$ cat src/rtl/apple1_bus_ctrl.sv
// Apple-1 bus controller: registered bus-cycle FSM between the 6502 core and RAM/ROM/I/O.
// Decodes NUM_IO two-byte I/O windows, write-protects ROM, and inserts RAM wait states.
module apple1_bus_ctrl #(
    parameter int unsigned NUM_IO   = 4,
    parameter logic [15:0] IO_BASE  = 16'hD010,
    parameter int unsigned RAM_WAIT = 1,
    parameter logic [15:0] ROM_BASE = 16'hFF00
) (
    input  logic                  clk14_i,
    input  logic                  rst_i,
    input  logic                  cpu_clken_i,
    input  logic [15:0]           cpu_addr_i,
    input  logic                  cpu_we_i,
    input  logic [7:0]            cpu_dout_i,
    output logic [7:0]            cpu_din_o,
    output logic                  cpu_ready_o,
    output logic [15:0]           ram_addr_o,
    output logic                  ram_rd_o,
    output logic                  ram_wr_o,
    input  logic [7:0]            ram_dout_i,
    output logic [7:0]            wdata_o,
    output logic [NUM_IO-1:0]     io_cs_o,
    output logic                  io_a0_o,
    output logic                  io_we_o,
    output logic                  io_rd_o,
    input  logic [8*NUM_IO-1:0]   io_dout_i,
    output logic                  rom_wr_err_o
);

    typedef enum logic [1:0] {StStart, StAccess, StDone} state_e;

    state_e              state_q;
    logic [3:0]          wait_q;
    logic [7:0]          cpu_din_q;
    logic                cpu_ready_q;
    logic [15:0]         ram_addr_q;
    logic                ram_rd_q;
    logic                ram_wr_q;
    logic [7:0]          wdata_q;
    logic [NUM_IO-1:0]   io_cs_q;
    logic                io_a0_q;
    logic                io_we_q;
    logic                io_rd_q;
    logic                rom_wr_err_q;

    logic [NUM_IO-1:0]   io_hit;
    logic [7:0]          io_rdata;

    // Window decode on the live CPU address; bit 0 selects the register inside a window.
    always_comb begin
        io_hit   = '0;
        io_rdata = 8'hFF;
        for (int unsigned k = 0; k < NUM_IO; k++) begin
            if (cpu_addr_i[15:1] == IO_BASE[15:1] + 15'(k)) begin
                io_hit[k] = 1'b1;
                io_rdata  = io_dout_i[8*k +: 8];
            end
        end
    end

    always_ff @(posedge clk14_i) begin
        if (rst_i) begin
            state_q      <= StStart;
            wait_q       <= 4'd0;
            cpu_din_q    <= 8'hFF;
            cpu_ready_q  <= 1'b0;
            ram_addr_q   <= 16'h0000;
            ram_rd_q     <= 1'b0;
            ram_wr_q     <= 1'b0;
            wdata_q      <= 8'h00;
            io_cs_q      <= '0;
            io_a0_q      <= 1'b0;
            io_we_q      <= 1'b0;
            io_rd_q      <= 1'b0;
            rom_wr_err_q <= 1'b0;
        end else begin
            // Write and I/O strobes are single-cycle pulses.
            ram_wr_q <= 1'b0;
            io_we_q  <= 1'b0;
            io_rd_q  <= 1'b0;
            io_cs_q  <= '0;
            unique case (state_q)
                StStart: begin
                    ram_addr_q <= cpu_addr_i;
                    wdata_q    <= cpu_dout_i;
                    io_a0_q    <= cpu_addr_i[0];
                    if (|io_hit) begin
                        io_cs_q     <= io_hit;
                        io_we_q     <= cpu_we_i;
                        io_rd_q     <= !cpu_we_i;
                        if (!cpu_we_i) begin
                            cpu_din_q <= io_rdata;
                        end
                        cpu_ready_q <= 1'b1;
                        state_q     <= StDone;
                    end else if (!cpu_we_i) begin
                        ram_rd_q <= 1'b1;
                        wait_q   <= 4'(RAM_WAIT);
                        state_q  <= StAccess;
                    end else begin
                        if (cpu_addr_i < ROM_BASE) begin
                            ram_wr_q <= 1'b1;
                        end else begin
                            rom_wr_err_q <= 1'b1;
                        end
                        cpu_ready_q <= 1'b1;
                        state_q     <= StDone;
                    end
                end
                StAccess: begin
                    if (wait_q == 4'd0) begin
                        ram_rd_q    <= 1'b0;
                        cpu_din_q   <= ram_dout_i;
                        cpu_ready_q <= 1'b1;
                        state_q     <= StDone;
                    end else begin
                        wait_q <= wait_q - 4'd1;
                    end
                end
                StDone: begin
                    if (cpu_clken_i) begin
                        cpu_ready_q <= 1'b0;
                        state_q     <= StStart;
                    end
                end
                default: state_q <= StStart;
            endcase
        end
    end

    assign cpu_din_o    = cpu_din_q;
    assign cpu_ready_o  = cpu_ready_q;
    assign ram_addr_o   = ram_addr_q;
    assign ram_rd_o     = ram_rd_q;
    assign ram_wr_o     = ram_wr_q;
    assign wdata_o      = wdata_q;
    assign io_cs_o      = io_cs_q;
    assign io_a0_o      = io_a0_q;
    assign io_we_o      = io_we_q;
    assign io_rd_o      = io_rd_q;
    assign rom_wr_err_o = rom_wr_err_q;

endmodule

$ cat config.mk
export PLATFORM = sky130hd
export DESIGN_NAME = apple1_bus_ctrl
export DESIGN_NICKNAME = d
export VERILOG_FILES = /design/src/rtl/apple1_bus_ctrl.sv
export SDC_FILE = /design/constraint.sdc
export NUM_CORES = 1
export LEC_CHECK = 0
export BUFFER_PORTS_ARGS = -buffer_cell sky130_fd_sc_hd__clkbuf_2
export CORE_ASPECT_RATIO = 0.6
export CORE_UTILIZATION = 35
export CTS_CLUSTER_DIAMETER = 200
export DETAILED_ROUTE_END_ITERATION = 10
export SETUP_SLACK_MARGIN = 0.15
export SLEW_MARGIN = 30
export SYNTH_ARGS = -nofsm -noshare
export SYNTH_HDL_FRONTEND = slang
export SYNTH_SLANG_ARGS = --single-unit
$ cat constraint.sdc
create_clock -name clk14_i -period 2.2 [get_ports clk14_i]
set_input_delay 0.22 -clock clk14_i [delete_from_list [all_inputs] [get_ports clk14_i]]
set_output_delay 0.22 -clock clk14_i [all_outputs]
set_load 0.05 [all_outputs]
==> impl_metrics.yaml <==
route:
  drc: 0
  wl_per_cell_um: 14.7
  via_count: 2125
  routed_wl_mm: 6.06
  drtPass1Iterations: 4
  vias_per_cell: 5.16
  drt_first_iter_violations: 149
  ant_nets: 0
setup_path:
  crit_start: "wait_q[0]"
  worstPathRequired_ns: 2.40
  end_kind: "flop"
  start_kind: "flop"
  arrival_ns: 2.10
  timing.rr.start: "wait_q[0]"
  crit_fanout: 5
  critical_path_class: "reg -> reg"
  r2r_setup_slack_ns: 0.30
  r2r_cells: 6
  r2r_end: "cpu_ready_o"
power:
  comb_power_share_pct: 39.4
  power_switching_share_pct: 40.1
  leakage_nw: 1.44
  seqPwrFrac_pct: 39.0
  p_sw_mw: 1.07
  p_clk_share_pct: 21.6
  power.internal_mw: 1.59
  ir_drop_mv: 0.333
  p_per_area_nw_per_um2: 880
global_route:
  grt_overflow_total: 0
  antenna_found_initial: 0
  grt_pass1_wl_mm: 10.1
  grt_usage_pct: 18.7
  grt_pass1_vias: 2063
  grt_start_max_net_pins: 38
finish:
  final_cell_mix: "clkbuf_2, dfxtp_1, nor2_1"
  n_fill_cell: 600
  layout-drive-gt1-share_pct: 45.4
  num-nets-final: 400
  utilization_pct: 48.3
  syn_to_final_growth_pct: 30.7
  n_antenna_cell: 0
  finalNonFillerCells: 412
  final_common_cell: "clkbuf_2"
hold_path:
  hold_path_end: "wdata_o[4]"
  hp-class: "in -> reg"
  whs_path_depth: 3
  min_from: "cpu_dout_i[4]"
floorplan:
  die_area_um2: 6940
  die_w_um: 107
  ioPinCount: 111
  core_area_um2: 6250
  chipHeight_um: 64.9
  rows: 22
  start_util_pct: 37.0
clock_network:
  cts-htree-levels: 2
  cts_root_buf: "clkbuf_8"
  clock_path_buffers: 2
  post-cts-setup-buffers: 0
  cts_tree: "done"
  clock_sinks: 48
  cts_buffers: 5
  worstSkewPairLatency_ns: 0.30
  clkTransAtPathRegs_ns: 0.09
synth:
  async_flop_share_pct: 0
  synth_flop_cell: "dfxtp_1"
  syn_area_um2: 2310
  synth_compound_area_share_pct: 15.6
  synth_edf_count: 0
  synth_top_family_by_area: "multiplexers"
  ys_seq_area_share_pct: 41.6
  syn_nets: 296
  ys_types: 48
  synth.ff_latch_count: 48
  yosys_warnings: 0
  syn_avg_cell_area_um2: 10.4
  synth-simple-area-share_pct: 16.8
  synthAdderAreaFrac_pct: 2.71
  synthXorXnorAreaFrac_pct: 0
  synthMuxAreaShare_pct: 18.4
  synthCells: 223
flow_run:
  cap_violations: 0
placed_design:
  placedCellCount: 404
  numPortBuffers: 110
  gp_congestion: 0.857
  dp_slack_ns: 0.0338
  post-dp-hpwl_mm: 4.72
timing:
  finalCriticalPeriod_ns: 1.90
  hold_viol: 0
  worst_pin_slew_ns: 0.501
  max_slew_margin_pct: 66.6
  finalCritPeriodShare_pct: 86.4
  maxSlewViolCount: 0
  finalSetupTns_ns: 0
  hold_ws_ns: 0.152
  setup_viol: 0
  fin_ws_ns: 0.300
  max_freq_ghz: 0.526
  finClkSkew_ns: 0.00835
  rsz0062_at_grt: "false"
run_status:
  status: "finished, final reports clean"
## cells by family after synthesis
kind of cell | Yosys count
and+or+nand+nor | 68
adders and majority gates | 5
buffers and inverters | 24
muxes | 32
DFF | 48
AOI/OAI and AO/OA | 46
## power groups by stage
stage / clock network [mW] / registers (mW) / logic (mW)
floorplan: 0 / 1.37 / 0.469
global placement: 0 / 1.05 / 1.03
detailed placement: 0 / 1.06 / 1.04
CTS: 0.599 / 1.04 / 1.04
global route: 0.625 / 1.05 / 1.13
finish: 0.575 / 1.04 / 1.05
## metrics by stage
stage               total power [mW]  instance area [µm²]
global route                    2.81                 3020
finish                          2.66                 3020
detailed placement              2.10                 2910
global placement                2.09                 2910
floorplan                       1.84                 2310
CTS                             2.68                 3020
## how the worst max path moves through the flow
| stage | to | slack [ns] | depth (start not counted) |
|---|---|---|---|
| final | cpu_ready_o | 0.30 | 6 |
| after global routing | wait_q[0] | 0.20 | 6 |
| after CTS | cpu_din_o[2] | 0.19 | 6 |
| after detailed placement | cpu_din_o[5] | 0.03 | 6 |
| after global placement | cpu_din_o[3] | 0.17 | 6 |
| after floorplan | wait_q[1] | 0.46 | 7 |
## metal layers
metal | up-vias | wire [µm] | global-route usage, % | part of all wire (%)
li1 | 1037 | - | - | -
met1 | 1000 | 2930 | 26.4 | 48
met2 | 84 | 2600 | 28.4 | 43
met3 | 4 | 483 | 5.13 | 8.0
met4 | 0 | 45 | 4.11 | 0.74
met5 | - | 0 | 0 | 0
## Yosys cell counts, drive strengths merged, types with 5 or more instances
library cell  number  share of area (%)
nor3               7                1.5
nor2              30                4.9
inv                7                1.1
a21oi              5                1.1
clkbuf             6               0.97
dfxtp             48                 42
mux4               8                7.8
o21ai             10                2.2
buf               11                2.8
mux2i             23                 10
o211ai            11                5.3
ha                 5                2.7
o22ai              8                2.2
## sequential cells by signal, summed over array words and instances (netlist names)
signal and cells:
wdata_o 8, ram_rd_o 1, ram_wr_o 1, state_q 2, cpu_ready_o 1, io_rd_o 1, rom_wr_err_o 1, io_we_o 1
cpu_din_o 8, wait_q 4, ram_addr_o 16, io_cs_o 4
## layout make-up
class	count	area (µm²)	area share, %
Clock buffer	6	82.6	2.73
Clock inverter	2	17.5	0.580
Inverter	7	26.3	0.870
Multi-Input combinational cell	151	1250	41.3
Sequential cell	48	961	31.8
Tap cell	84	105	3.48
Timing Repair Buffer	114	581	19.2
## worst max-delay path, stage by stage (launching register included)
cell	delay, ns
dfxtp_1	0.35
inv_1	0.09
ha_1	0.17
or3b_2	0.48
a21oi_1	0.26
o221ai_2	0.15
mux2_4	0.31
## what timing repair did
item,CTS,global route
gates resized for setup,1,2
hold buffers,0,0
setup endpoints to repair,8,8
pin swaps,0,0
Note: power is estimated with default switching activity, not from simulation.
